[config.mk]
export PLATFORM = sky130hd
export DESIGN_NAME = countdown_timer
export DESIGN_NICKNAME = d
export VERILOG_FILES = /design/src/rtl/countdown_timer_pkg.sv /design/src/rtl/mmss_down_counter.sv /design/src/rtl/countdown_timer.sv
export SDC_FILE = /design/constraint.sdc
export NUM_CORES = 1
export LEC_CHECK = 0
export BUFFER_PORTS_ARGS = -buffer_cell sky130_fd_sc_hd__buf_2
export CAP_MARGIN = 0
export CORE_MARGIN = 2
export CORE_UTILIZATION = 52
export CTS_CLUSTER_DIAMETER = 30
export DETAILED_ROUTE_END_ITERATION = 16
export PLACE_DENSITY = 0.79
export RECOVER_POWER = 50
export SLEW_MARGIN = 20
export SYNTH_ARGS = -nofsm -noshare
export SYNTH_HDL_FRONTEND = slang
export SYNTH_HIERARCHICAL = 1
export SYNTH_SLANG_ARGS = --single-unit
export TNS_END_PERCENT = 30
[constraint.sdc]
create_clock -name clk -period 2.8 [get_ports clk]
set_input_delay 0.56 -clock clk [delete_from_list [all_inputs] [get_ports clk]]
set_output_delay 0.56 -clock clk [all_outputs]
set_load 0.005 [all_outputs]
[src/rtl/countdown_timer_pkg.sv]
// Shared mm:ss timing definitions: status encodings, limits and widths used by
// the countdown timer, the stopwatch and the display logic.
package countdown_timer_pkg;

  localparam int MIN_W   = 8;
  localparam int SEC_W   = 6;
  localparam int MAX_MIN = 99;
  localparam int MAX_SEC = 59;

  typedef enum logic [1:0] {
    ST_IDLE    = 2'd0,
    ST_RUNNING = 2'd1,
    ST_PAUSED  = 2'd2,
    ST_EXPIRED = 2'd3
  } status_e;

  function automatic logic [MIN_W-1:0] clamp_min(input logic [MIN_W-1:0] m);
    return (m > MIN_W'(MAX_MIN)) ? MIN_W'(MAX_MIN) : m;
  endfunction

  function automatic logic [SEC_W-1:0] clamp_sec(input logic [SEC_W-1:0] s);
    return (s > SEC_W'(MAX_SEC)) ? SEC_W'(MAX_SEC) : s;
  endfunction

endpackage

[src/rtl/mmss_down_counter.sv]
// mm:ss down counter: clamped preset load, decrement with seconds->minutes
// borrow, plus zero / one-second-left flags for the controlling FSM.
module mmss_down_counter
  import countdown_timer_pkg::*;
(
  input  logic             clk,
  input  logic             rst,
  input  logic             clr_i,
  input  logic             load_i,
  input  logic [MIN_W-1:0] load_min_i,
  input  logic [SEC_W-1:0] load_sec_i,
  input  logic             dec_i,
  output logic [MIN_W-1:0] minutes_o,
  output logic [SEC_W-1:0] seconds_o,
  output logic             zero_o,
  output logic             last_o
);

  logic [MIN_W-1:0] min_q, min_d;
  logic [SEC_W-1:0] sec_q, sec_d;

  assign zero_o    = (min_q == '0) && (sec_q == '0);
  assign last_o    = (min_q == '0) && (sec_q == SEC_W'(1));
  assign minutes_o = min_q;
  assign seconds_o = sec_q;

  always_comb begin
    min_d = min_q;
    sec_d = sec_q;
    if (clr_i) begin
      min_d = '0;
      sec_d = '0;
    end else if (load_i) begin
      min_d = clamp_min(load_min_i);
      sec_d = clamp_sec(load_sec_i);
    end else if (dec_i && !zero_o) begin
      // Borrow wraps seconds to 59; caller never decrements at 00:00.
      if (sec_q != '0) begin
        sec_d = sec_q - 1'b1;
      end else begin
        min_d = min_q - 1'b1;
        sec_d = SEC_W'(MAX_SEC);
      end
    end
  end

  always_ff @(posedge clk or posedge rst) begin
    if (rst) begin
      min_q <= '0;
      sec_q <= '0;
    end else begin
      min_q <= min_d;
      sec_q <= sec_d;
    end
  end

endmodule

[src/rtl/countdown_timer.sv]
// mm:ss countdown timer: command FSM, one-second prescaler and expiry pulse
// around an mmss_down_counter.
module countdown_timer
  import countdown_timer_pkg::*;
#(
  parameter int TICKS_PER_SEC = 1
) (
  input  logic             clk,
  input  logic             rst,
  input  logic             load,
  input  logic [MIN_W-1:0] load_min,
  input  logic [SEC_W-1:0] load_sec,
  input  logic             start,
  input  logic             pause,
  input  logic             clear,
  output logic [MIN_W-1:0] minutes,
  output logic [SEC_W-1:0] seconds,
  output logic [1:0]       status,
  output logic             expired
);

  localparam int PW = (TICKS_PER_SEC > 1) ? $clog2(TICKS_PER_SEC) : 1;

  status_e       state_q, state_d;
  logic [PW-1:0] presc_q, presc_d;
  logic          exp_q, exp_d;
  logic          clr, ld, tick, zero, last;
  logic          start_cmd, pause_cmd;

  // start and pause together cancel each other out.
  assign start_cmd = start & ~pause;
  assign pause_cmd = pause & ~start;

  always_comb begin
    state_d = state_q;
    presc_d = presc_q;
    clr     = 1'b0;
    ld      = 1'b0;
    tick    = 1'b0;
    exp_d   = 1'b0;
    if (clear) begin
      clr     = 1'b1;
      state_d = ST_IDLE;
      presc_d = '0;
    end else if (load && state_q != ST_RUNNING) begin
      ld      = 1'b1;
      state_d = ST_IDLE;
      presc_d = '0;
    end else begin
      unique case (state_q)
        ST_IDLE:    if (start_cmd && !zero) state_d = ST_RUNNING;
        ST_PAUSED:  if (start_cmd) state_d = ST_RUNNING;
        ST_RUNNING: begin
          if (pause_cmd) begin
            state_d = ST_PAUSED;
          end else if (presc_q == PW'(TICKS_PER_SEC - 1)) begin
            tick    = 1'b1;
            presc_d = '0;
            if (last) begin
              state_d = ST_EXPIRED;
              exp_d   = 1'b1;
            end
          end else begin
            presc_d = presc_q + 1'b1;
          end
        end
        ST_EXPIRED: ;
        default:    state_d = ST_IDLE;
      endcase
    end
  end

  always_ff @(posedge clk or posedge rst) begin
    if (rst) begin
      state_q <= ST_IDLE;
      presc_q <= '0;
      exp_q   <= 1'b0;
    end else begin
      state_q <= state_d;
      presc_q <= presc_d;
      exp_q   <= exp_d;
    end
  end

  mmss_down_counter u_cnt (
    .clk        (clk),
    .rst        (rst),
    .clr_i      (clr),
    .load_i     (ld),
    .load_min_i (load_min),
    .load_sec_i (load_sec),
    .dec_i      (tick),
    .minutes_o  (minutes),
    .seconds_o  (seconds),
    .zero_o     (zero),
    .last_o     (last)
  );

  assign status  = state_q;
  assign expired = exp_q;

endmodule

==> reports/qor.yml, run 1 <==
sta:
  period_minus_slack_ps: 2631
  worst_pin_slew_ps: 743.1
  setup_viol: 0
  drv_slew: 0
  hold_violations: 0
  fin_crit_sh: 0.9395
  max_freq_mhz: 380.1
  tns_ps: 0
  max_slew_margin: 0.5000
  layout_setup_ws_ps: 169.3
  finClkSkew_ps: 8.954
  rsz0062_at_grt: "false"
min_path:
  min_path_type: "in -> async"
finish:
  area_growth_pct: 15.76
  num-fill-cells: 244
  finalNetCount: 224
  layout_common_cells: "32 x buf_2, 17 x dfrtp_1, 17 x nor2_1"
  fin_area_um2: 1563
  stdcell_count: 225
  drive_above_1_share: 0.2513
  final_common_cell: "buf_2"
  diodes: 0
clocking:
  cts-buffers-inserted: 3
  root_buffer: "clkbuf_4"
  cts_tree: "yes"
  htree_levels: 1
  cts_hold_buffers: 0
  clockBufferDepth: 2
  cts_setup_buffers: 0
  worstSkewPairLatency_ps: 290
  clk_pin_slew_ps: 100
  cts.sinks: 17
  cts-resized-gates: 0
floorplan:
  io_pins: 37
  core_area_um2: 2477
  fp.dieArea_um2: 3020
  die_h_um: 54.96
  start_util: 0.5449
  rows: 18
  die_w_um: 54.96
drt:
  vias: 1361
  routed_wl_mm: 3.539
  drc: 0
  first_pass_iters: 4
  drtAntennaViolNets: 0
  first_iter_violations: 66
  viasPerCell: 6.049
  wire_per_inst_um: 15.73
setup_path:
  crit_type: "reg -> reg"
  required_ps: 3020
  start_kind: "flop"
  reg2reg_slack_ps: 170
  path_buf_inv: 2
  rr_endpoint: "status[1]"
  reg2reg_from: "u_cnt/minutes_o[0]"
  cp-end-kind: "flop"
  max_stage_delay_ps: 490
  crit_family: "simple AND/OR/NAND/NOR gates"
  critPathSlowestCell: "or4_4"
  cpMostUsedCell: "inv_1"
  r2r_cells: 8
  cp.arrival_ps: 2850
  path_cells: "inv_1 > ha_1 > or4b_4 > or4_4 > nor2_1 > inv_1 > a221oi_2 > mux2i_1"
  crit_path_max_fanout: 6
placement:
  hpwl_mm: 2.640
  dp_cells: 221
  post-place-ws_ps: 219.0
  dpl_cell_area_um2: 1541
  port_buffers: 36
  gp_congestion: 0.8215
synthesis:
  synth_cells: 159
  yosysTopAreaCell: "dfrtp_1"
  synth_edf_count: 0
  synth_area_um2: 1350
  syn_avg_cell_area_um2: 8.491
  synth_nets: 187
  yosys-top-cells-area: "dfrtp_1 32%, ha_1 7.4%, nor2_1 4.7%, inv_1 4.2%, o21ai_0 4.1%"
  synthFlopType: "dfrtp_1"
  ys.warnings.count: 6
  async_flop_share: 1.000
  synth_cell_types: 47
  synth_top_area_frac: 0.3151
  synth_seq_cells: 17
  ys_seq_area_frac: 0.3151
job:
  maxCapViolCount: 0
grt:
  grt_start_max_net_pins: 22
  grt_pass1_wl_mm: 5.471
  track_usage: 0.2571
  antenna_found_initial: 0
  grt-ovfl-total: 0
  first_global_vias: 1229
power_and_ir_drop:
  ir_worst_vdd_mv: 0.3825
  power_density_nw_per_um2: 560.0
  p_leak_uw: 0.0007240
  power.total_uw: 875.1
status:
  status: "complete, no violations"
==> worst reg2reg max path: cells and delay by family, from the launching register on <==
family / cells / cell delay, ps
AOI/OAI and AO/OA: 1 / 310
DFF: 1 / 400
buffers and inverters: 2 / 210
adders and majority gates: 1 / 200
muxes: 1 / 250
and+or+nand+nor: 3 / 1190
==> where the power goes <==
group | switching (uW) | leakage [uW] | total [uW] | internal (uW)
registers | 66.8 | 0.000224 | 356 | 289
logic | 212 | 0.000485 | 386 | 174
clock network | 78.2 | 0.0000150 | 134 | 55.4
==> cells in the mapped netlist, types with 2 or more instances <==
master    instances
dfrtp_1          17
a22oi_1           3
a21oi_1           8
ha_1              8
nor4_1            2
o22a_1            2
xor2_1            2
nand2b_1          5
clkbuf_1          3
o21ai_0          11
inv_1            15
nor2b_1           5
nand2_1          14
a31oi_1           3
nor2_1           17
buf_6             2
nor3_1            6
o31ai_1           5
a221oi_2          2
and4bb_1          2
==> routing by layer <==
metal,GRT usage,up-vias,wire (um)
li1,-,643,-
met1,0.3142,651,1483
met3,0.03763,8,212
met2,0.4484,59,1774
met5,0,-,0
met4,0.1098,0,69
==> state kept, by name, summed over array words and instances, names as in the netlist <==
signal,count
u_cnt/seconds_o,6
status,2
u_cnt/minutes_o,8
expired,1
==> layout make-up <==
class	count	area, um^2	area share
clock buffer	4	26.28	0.01681
timing repair buffer	38	190.2	0.1217
inverter	15	56.30	0.03603
sequential	17	425.4	0.2722
multi-input combinational	121	827.0	0.5292
tap	30	37.54	0.02402
==> worst max path at each step <==
stage,depth (start not counted),to,start
floorplan,10,status[1],u_cnt/minutes_o[0]
global placement,9,status[1],u_cnt/minutes_o[0]
detailed placement,8,status[1],u_cnt/minutes_o[0]
CTS,8,status[1],u_cnt/minutes_o[0]
global route,9,status[1],u_cnt/minutes_o[0]
finish,8,status[1],u_cnt/minutes_o[0]
==> cell families after synthesis <==
logic type | Yosys count | synth area share
AOI/OAI and AO/OA | 46 | 0.2521
xor gates and xnor gates | 3 | 0.01947
adders and majority gates | 8 | 0.07415
buffers and inverters | 21 | 0.07229
DFF | 17 | 0.3151
muxes | 1 | 0.007415
and+or+nand+nor | 63 | 0.2595
==> stage by stage <==
step,hold slack [ps],util
after global placement,435.5,0.6222
after floorplan,313.6,-
after detailed placement,441.5,0.6222
final,118.4,0.6308
after global routing,120.9,0.6308
after CTS,117.0,0.6328
Power figures use the tool's default switching activity.
==> run 2: changes to the inputs <==
--- a/config.mk
+++ b/config.mk
@@ -5,13 +5,13 @@
 export SDC_FILE = /design/constraint.sdc
 export NUM_CORES = 1
 export LEC_CHECK = 0
-export BUFFER_PORTS_ARGS = -buffer_cell sky130_fd_sc_hd__buf_2
 export CAP_MARGIN = 0
 export CORE_MARGIN = 2
-export CORE_UTILIZATION = 52
+export CORE_UTILIZATION = 62
 export CTS_CLUSTER_DIAMETER = 30
 export DETAILED_ROUTE_END_ITERATION = 16
-export PLACE_DENSITY = 0.79
+export DONT_BUFFER_PORTS = 1
+export PLACE_DENSITY = 0.78
 export RECOVER_POWER = 50
 export SLEW_MARGIN = 20
 export SYNTH_ARGS = -nofsm -noshare
==> run 2 against run 1 <==
  * First-iteration DRC count down 64%
  * Fmax increased by 2.8%
  * Register-to-register slack gained 70 ps
  * Global-route usage decreased by 1.2 points
  * Core utilization is 6.0 points higher
  * Combinational power down 20%
  * Clock skew decreased by 6.0 ps
  * Critical path depth up 1
  * Clock-buffer cell count is the same
  * Final area fell by 11%
  * Sequential share of layout area is 3.5 points higher
  * Critical endpoint unchanged
==> reports/qor.yml, run 2 (same netlist as run 1, synthesis figures left out) <==
status:
  status: "complete, no violations"  # unchanged
clocking:
  htree_levels: 1  # unchanged
  cts-buffers-inserted: 3  # unchanged
  cts_hold_buffers: 0  # unchanged
  cts_tree: "yes"  # unchanged
  worstSkewPairLatency_ps: 290  # about the same
  clockBufferDepth: 2  # unchanged
  clk_pin_slew_ps: 100  # about the same
  root_buffer: "clkbuf_4"  # unchanged
  cts-resized-gates: 0  # unchanged
  cts.sinks: 17  # unchanged
  cts_setup_buffers: 0  # unchanged
floorplan:
  start_util: 0.6744  # was 0.5449
  die_w_um: 50.67  # was 54.96 um
  die_h_um: 50.67  # was 54.96 um
  core_area_um2: 2002  # was 2477 um^2
  io_pins: 37  # unchanged
  fp.dieArea_um2: 2567  # was 3020 um^2
  rows: 16  # was 18
drt:
  wire_per_inst_um: 15.89  # was 15.73 um
  drc: 0  # unchanged
  vias: 1161  # was 1361
  viasPerCell: 6.242  # was 6.049
  first_iter_violations: 24  # was 66
  first_pass_iters: 4  # unchanged
  drtAntennaViolNets: 0  # unchanged
  routed_wl_mm: 2.956  # was 3.539 mm
finish:
  diodes: 0  # unchanged
  finalNetCount: 188  # was 224
  layout_common_cells: "17 x dfrtp_1, 17 x nor2_1, 15 x inv_1"  # was 32 x buf_2, 17 x dfrtp_1, 17 x nor2_1
  drive_above_1_share: 0.1069  # was 0.2513
  final_util: 0.6913  # was 0.6308
  num-fill-cells: 175  # was 244
  largest_reg_flops: 8  # unchanged
  fin_area_um2: 1384  # was 1563 um^2
  area_growth_pct: 2.503  # was 15.76%
  stdcell_count: 186  # was 225
power_and_ir_drop:
  p_leak_uw: 0.0005821  # was 0.0007240 uW
  power.total_uw: 808.7  # was 875.1 uW
  power_density_nw_per_um2: 584.4  # was 560.0 nW/um^2
  ir_worst_vdd_mv: 0.3826  # was 0.3825 mV
sta:
  drv_slew: 0  # unchanged
  setup_viol: 0  # unchanged
  fin_crit_sh: 0.9140  # was 0.9395
  max_freq_mhz: 390.7  # was 380.1 MHz
  max_slew_margin: 0.5147  # was 0.5000
  period_minus_slack_ps: 2559  # was 2631 ps
  worst_pin_slew_ps: 721.4  # was 743.1 ps
  rsz0062_at_grt: "false"  # unchanged
  finClkSkew_ps: 2.958  # was 8.954 ps
  tns_ps: 0  # unchanged
  hold_violations: 0  # unchanged
grt:
  grt-ovfl-total: 0  # unchanged
  antenna_found_initial: 0  # unchanged
  grt_pass1_wl_mm: 4.864  # was 5.471 mm
  track_usage: 0.2448  # was 0.2571
  first_global_vias: 1107  # was 1229
  grt_start_max_net_pins: 23  # was 22
setup_path:
  reg2reg_from: "u_cnt/minutes_o[0]"  # unchanged
  max_stage_delay_ps: 490  # about the same
  start_kind: "flop"  # unchanged
  critPathSlowestCell: "or4b_4"  # was or4_4
  crit_path_max_fanout: 6  # unchanged
  rr_endpoint: "status[1]"  # unchanged
  cp-end-kind: "flop"  # unchanged
  reg2reg_slack_ps: 240  # was 170 ps
  crit_type: "reg -> reg"  # unchanged
  cp.arrival_ps: 2730  # was 2850 ps
  r2r_cells: 9  # was 8
  required_ps: 2970  # was 3020 ps
  path_cells: "inv_1 > ha_1 > or4b_4 > or4_4 > nor2_1 > and4bb_1 > nor3_1 > a221oi_2 > mux2i_1"  # was inv_1 > ha_1 > or4b_4 > or4_4 > nor2_1 > inv_1 > a221oi_2 > mux2i_1
placement:
  port_buffers: 0  # was 36
  gp_congestion: 0.9617  # was 0.8215
  hpwl_mm: 2.265  # was 2.640 mm
  dpl_cell_area_um2: 1358  # was 1541 um^2
  dp_cells: 182  # was 221
min_path:
  min_path_type: "in -> async"  # unchanged
job:
  maxCapViolCount: 0  # unchanged
run 2: cell count changes in the layout (fill, tap and decap cells not counted):
cell	delta
buf_2	-32
clkbuf_1	-3
buf_1	-1
run 2: worst max-delay path by stage:
stage                             from         to  slack (ps)  cells past startpoint
finish              u_cnt/minutes_o[0]  status[1]         240                      9
global route        u_cnt/minutes_o[0]  status[1]         140                      9
CTS                 u_cnt/minutes_o[0]  status[1]         250                      9
detailed placement  u_cnt/minutes_o[0]  status[1]         270                      9
global placement    u_cnt/minutes_o[0]  status[1]         340                      9
floorplan           u_cnt/minutes_o[0]  status[1]         350                     10
run 2: critical path: cells and delay by family (launching register included):
kind	cells	cell delay, ps
compound gates	1	100
buf+inv	1	100
mux	1	130
fa+ha+maj	1	190
flops	1	420
simple gates	5	1510
run 2: through the flow:
stage	hold WS, ps	worst slack [ps]
4_1_cts	8.634	250.2
2_1_floorplan	313.6	346.8
3_3_place_gp	319.9	335.6
6_report	11.06	240.8
5_1_grt	8.288	136.4
3_5_place_dp	324.3	267.8
run 2: cell type report:
cell class,count,area [um^2],area share
inverters,15,56.30,0.04069
clock buffers,4,26.28,0.01899
multi-input cells,121,827.0,0.5976
flip-flops and latches,17,425.4,0.3074
repair buffers,2,15.01,0.01085
well taps,27,33.78,0.02441
run 2: routing by layer:
| layer | track usage | part of all wire | routed length (um) |
|---|---|---|---|
| met2 | 0.4211 | 0.48 | 1411 |
| met1 | 0.3054 | 0.45 | 1336 |
| met3 | 0.05357 | 0.065 | 193 |
| met4 | 0.07207 | 0.0047 | 14 |
| met5 | 0 | 0 | 0 |
run 2: where the power goes:
part	leakage [uW]	switching, uW	internal (uW)	total, uW
sequential	0.000224	79.0	289	368
clock	0.0000150	78.3	55.3	134
combinational	0.000343	170	137	307
total	0.000582	328	481	809
